--- config.mk ---
export PLATFORM = sky130hd
export DESIGN_NAME = instr_fetch_ctrl
export DESIGN_NICKNAME = d
export VERILOG_FILES = /design/src/rtl/instr_fetch_ctrl.sv
export SDC_FILE = /design/constraint.sdc
export NUM_CORES = 1
export LEC_CHECK = 0
export ABC_CLOCK_PERIOD_IN_PS = 5250
export CAP_MARGIN = 30
export CORE_MARGIN = 1
export CORE_UTILIZATION = 55
export DETAILED_ROUTE_END_ITERATION = 8
export PLACE_DENSITY = 0.82
export SYNTH_ARGS = -nofsm -noshare
export SYNTH_HDL_FRONTEND = slang
export SYNTH_SLANG_ARGS = --single-unit
export TNS_END_PERCENT = 50
--- constraint.sdc ---
create_clock -name clk -period 5.25 [get_ports clk]
set_input_delay 0.525 -clock clk [delete_from_list [all_inputs] [get_ports clk]]
set_output_delay 0.525 -clock clk [all_outputs]
set_load 0.02 [all_outputs]
--- src/rtl/instr_fetch_ctrl.sv ---
// Instruction fetch sequencer: single-outstanding word fetch from instruction memory,
// small in-order fetch buffer toward decode, and redirect flushing from execute.
module instr_fetch_ctrl #(
  parameter logic [31:0] RESET_PC   = 32'h0000_0000,
  parameter int          MEM_AW     = 8,
  parameter int          FIFO_DEPTH = 2
) (
  input  logic              clk,
  input  logic              rst_n,
  input  logic              run_i,
  output logic              mem_req_o,
  output logic [MEM_AW-1:0] mem_addr_o,
  input  logic              mem_ready_i,
  input  logic              mem_rvalid_i,
  input  logic [31:0]       mem_rdata_i,
  output logic              instr_valid_o,
  output logic [31:0]       instr_o,
  output logic [31:0]       instr_pc_o,
  input  logic              instr_ready_i,
  input  logic              redirect_valid_i,
  input  logic [31:0]       redirect_pc_i
);

  localparam int PW = (FIFO_DEPTH > 1) ? $clog2(FIFO_DEPTH) : 1;
  localparam int CW = PW + 1;

  typedef enum logic [1:0] {IDLE, REQ, WAIT, DROP} state_t;

  typedef struct packed {
    logic [31:0] pc;
    logic [31:0] word;
  } fentry_t;

  state_t          state_q, state_d;
  logic [31:0]     pc_q, pc_d;
  logic [31:0]     req_pc_q, req_pc_d;
  fentry_t         fifo_q [FIFO_DEPTH];
  logic [PW-1:0]   wr_ptr_q, rd_ptr_q;
  logic [CW-1:0]   count_q, count_nx;
  logic            accept, push, pop, space;
  state_t          resume_st;

  assign accept   = (state_q == REQ) && mem_ready_i;
  // A redirect flushes the buffer, so neither the pop nor the returning word may count.
  assign pop      = (count_q != '0) && instr_ready_i && !redirect_valid_i;
  assign push     = (state_q == WAIT) && mem_rvalid_i && !redirect_valid_i;
  assign count_nx = count_q + CW'(push) - CW'(pop);
  assign space    = count_nx < CW'(FIFO_DEPTH);
  // After a flush the buffer is empty, so a new request always has room.
  assign resume_st = (run_i && (redirect_valid_i || space)) ? REQ : IDLE;

  always_comb begin
    state_d  = state_q;
    pc_d     = pc_q;
    req_pc_d = req_pc_q;
    if (accept) begin
      pc_d     = pc_q + 32'd4;
      req_pc_d = pc_q;
    end
    unique case (state_q)
      IDLE: state_d = resume_st;
      REQ:  state_d = accept ? WAIT : resume_st;
      WAIT: begin
        if (mem_rvalid_i)          state_d = resume_st;
        else if (redirect_valid_i) state_d = DROP;
      end
      DROP: if (mem_rvalid_i) state_d = resume_st;
      default: state_d = IDLE;
    endcase
    if (redirect_valid_i) begin
      pc_d = redirect_pc_i & ~32'd3;
      // A request accepted alongside the redirect still returns a word that must be dropped.
      if (accept) state_d = DROP;
    end
  end

  always_ff @(posedge clk or negedge rst_n) begin
    if (!rst_n) begin
      state_q  <= IDLE;
      pc_q     <= RESET_PC;
      req_pc_q <= '0;
    end else begin
      state_q  <= state_d;
      pc_q     <= pc_d;
      req_pc_q <= req_pc_d;
    end
  end

  always_ff @(posedge clk or negedge rst_n) begin
    if (!rst_n) begin
      wr_ptr_q <= '0;
      rd_ptr_q <= '0;
      count_q  <= '0;
      for (int i = 0; i < FIFO_DEPTH; i++) fifo_q[i] <= '0;
    end else if (redirect_valid_i) begin
      wr_ptr_q <= '0;
      rd_ptr_q <= '0;
      count_q  <= '0;
    end else begin
      if (push) begin
        fifo_q[wr_ptr_q] <= '{pc: req_pc_q, word: mem_rdata_i};
        wr_ptr_q         <= wr_ptr_q + 1'b1;
      end
      if (pop) rd_ptr_q <= rd_ptr_q + 1'b1;
      count_q <= count_nx;
    end
  end

  assign mem_req_o     = (state_q == REQ);
  assign mem_addr_o    = pc_q[MEM_AW+1:2];
  assign instr_valid_o = (count_q != '0);
  assign instr_o       = instr_valid_o ? fifo_q[rd_ptr_q].word : '0;
  assign instr_pc_o    = instr_valid_o ? fifo_q[rd_ptr_q].pc   : '0;

endmodule
==> impl_metrics.yaml <==
outcome:
  status: "complete, no violations"
grt:
  grt_pass1_vias: 5874
  grt_overflow: 0
  antenna_found_initial: 0
  track_usage_pct: 23.04
  grt_max_degree: 78
  grt_pass1_wl_um: 29530
clocking:
  ctsHoldBuffers: 0
  clock_sinks: 190
  cts-root-buf: "clkbuf_16"
  numCtsBuffers: 17
  path_clk_slew_ns: 0.06
  clk_latency_ns: 0.42
  cts_tree: "built"
  cts_resized: 0
  htreeDepth: 4
  cts_max_path_buffers: 2
  post_cts_buffers: 0
sta:
  slew_violations: 0
  finalSetupTns_ns: 0
  rsz0062_at_grt: "no"
  fmax_ghz: 0.3022
  hold_viol_final: 0
  worst_slack_ns: 1.941
  setup_violations: 0
  relSlewSlack_pct: 33.98
  period_share_pct: 63.02
  tightestPinTransition_ns: 0.9880
  period_needed_ns: 3.309
  clock_skew_ns: 0.005203
yosys:
  syn_inst: 776
  synth_area_sq_um: 8768
  yosys-top-cells-area: "dfrtp_1 (54%), mux2_2 (16%), mux2i_1 (7.2%), nand2_1 (4.4%), nor2_1 (3.9%)"
  ys_types: 41
  ys_ff_latch: 190
  post-synth-top-area-cell: "dfrtp_1"
  yosys.area.top_type_share_pct: 54.22
  yosys_warnings: 0
  ys_seq_area_share_pct: 54.22
  synth.avg_cell_area_sq_um: 11.30
pwr:
  irDropWorstVdd_mv: 0.2504
  p_switching_mw: 1.302
  seq_power_share_pct: 48.0
  power_per_cell_area_nw_per_um2: 425.1
  p_clk_share_pct: 29.6
  switching_share_pct: 28.08
  leakage_nw: 4.725
  p_int_mw: 3.336
  p_comb_share_pct: 22.4
place:
  place_congestion: 0.8400
  dp_slack_ns: 2.214
  dp_hpwl_um: 11670
  io_buffer_count: 140
floorplanning:
  row_count: 45
  die_h_um: 128.3
  start_util_pct: 57.05
  die_area_sq_um: 16450
  design.core.area_sq_um: 15370
  io_pins: 145
  die_w_um: 128.3
finish:
  num-nets-final: 964
  diodes: 0
  postLayoutCoreUtil_pct: 70.97
  area_growth_pct: 24.41
  mostFrequentLayoutCells: "dfrtp_1 (189), clkdlybuf4s50_1 (139), mux2_2 (124)"
  drive_gt1_share_pct: 19.27
  layout_commonest_cell: "dfrtp_1"
route:
  postRouteAntennaNets: 0
  drt_pass1_iterations: 5
  drt_iter0_drc: 377
  via_per_inst: 5.465
  wl_um: 17560
  drcViolationCount: 0
  wire_per_inst_um: 15.76
  vias: 6088
critical_path:
  path_class: "flop to output port"
  cp_max_fo: 41
  cp.arrival_ns: 2.78
  cp-start-kind: "flop"
  worst_setup_path_end_kind: "output port"
  cp.required_ns: 4.72
flow_run:
  cap_violations: 0
min_path:
  hold_class: "primary input to asynchronous set/reset pin"
-- area by class of cell --
| class | count | area (sq um) |
|---|---|---|
| sequential | 190 | 4758 |
| fill | 1122 | 4462 |
| multi-input combinational | 521 | 3732 |
| timing repair buffer | 149 | 1470 |
| clock buffer | 22 | 484.2 |
| tap | 211 | 264.0 |
| clock inverter | 10 | 158.9 |
| inverter | 11 | 41.29 |
-- sequential cells by signal, indices dropped and copies added, names as in the netlist --
signal,count
count_q,2
fifo_q,124
pc_q,30
rd_ptr_q,1
req_pc_q,30
state_q,2
wr_ptr_q,1
-- synth_stat cells --
| library cell | number |
|---|---|
| a21oi_1 | 3 |
| a221o_1 | 1 |
| a31o_2 | 2 |
| a31oi_1 | 18 |
| and3_1 | 3 |
| and3b_1 | 1 |
| and4_1 | 1 |
| buf_1 | 9 |
| buf_2 | 8 |
| buf_4 | 10 |
| buf_6 | 1 |
| clkbuf_1 | 27 |
| conb_1 | 1 |
| dfrtp_1 | 190 |
| ha_1 | 3 |
| inv_1 | 11 |
| mux2_2 | 124 |
| mux2i_1 | 63 |
| nand2_1 | 102 |
| nand2b_1 | 2 |
| nand3_1 | 8 |
| nand3_2 | 1 |
| nand3b_1 | 2 |
| nand3b_4 | 1 |
| nand4_1 | 12 |
| nand4b_1 | 3 |
| nor2_1 | 90 |
| nor2b_1 | 2 |
| nor3_1 | 3 |
| nor3b_1 | 1 |
| nor4_1 | 7 |
| nor4b_1 | 1 |
| o21ai_0 | 23 |
| o31ai_1 | 8 |
| o41ai_1 | 2 |
| or2_1 | 1 |
| or2_2 | 1 |
| or3_1 | 4 |
| or4_1 | 11 |
| xnor2_1 | 8 |
| xor2_1 | 7 |
-- power groups by stage --
stage	Clock, mW	Combinational [mW]	Sequential [mW]
final	1.37	1.04	2.23
after global placement	0	1.01	2.22
after CTS	1.39	1.06	2.23
after detailed placement	0	1.05	2.25
after floorplan	0	0.774	2.13
after global routing	1.47	1.15	2.30
-- worst max-delay path, cell delays in order (launching register included) --
cell and delay (ns):
dfrtp_4 0.91, buf_4 0.51, mux2i_1 0.26, nor2_1 0.07, clkdlybuf4s50_1 0.61
-- stage by stage --
stage	std cells	area [sq um]	hold WS, ns	power [mW]
2_1_floorplan	777	8772	0.2294	2.909
3_3_place_gp	1081	10260	0.4808	3.235
3_5_place_dp	1082	10270	0.4883	3.299
4_1_cts	1114	10910	0.1448	4.681
5_1_grt	1114	10910	0.1599	4.917
6_report	1114	10910	0.1273	4.638
-- kinds of logic (layout without fill, tap and decap cells) --
family | count (synthesis) | count (layout) | share of synthesized area [%]
DFF | 190 | 190 | 54.22
muxes | 187 | 187 | 23.12
adders and majority gates | 3 | 3 | 0.4281
other | 1 | 2 | 0.04277
buffers and inverters | 66 | 192 | 3.453
and+or+nand+nor | 257 | 257 | 13.27
xor gates and xnor gates | 15 | 15 | 1.498
AOI/OAI and AO/OA | 57 | 57 | 3.967
-- routing by layer --
metal  track usage, %  vias to the layer above  part of all wire (%)
met1            32.38                     2985                    47
met2            36.53                      157                    47
met3            4.508                       15                   4.7
met4            6.436                        0                   1.1
met5                0                        -                     0
li1                 -                     2931                     -
-- final timing paths --
check / end / slack, ns / cells after the start / start
worst max-delay path: instr_pc_o[31] / 1.94 / 4 / rd_ptr_q$_DFFE_PN0P_
worst min register to register: req_pc_q[2]$_DFFE_PN0P_ / 0.50 / 2 / req_pc_q[2]$_DFFE_PN0P_
worst min-delay path: pc_q[2]$_DFFE_PN0N_ / 0.13 / 1 / rst_n
min in group clk: req_pc_q[2]$_DFFE_PN0P_ / 0.50 / 2 / req_pc_q[2]$_DFFE_PN0P_
worst max register to register: state_q[0]$_DFF_PN0_ / 2.47 / 10 / count_q[1]$_DFF_PN0_
max in group asynchronous: req_pc_q[11]$_DFFE_PN0P_ / 3.91 / 2 / rst_n
Power figures use the tool's default switching activity.
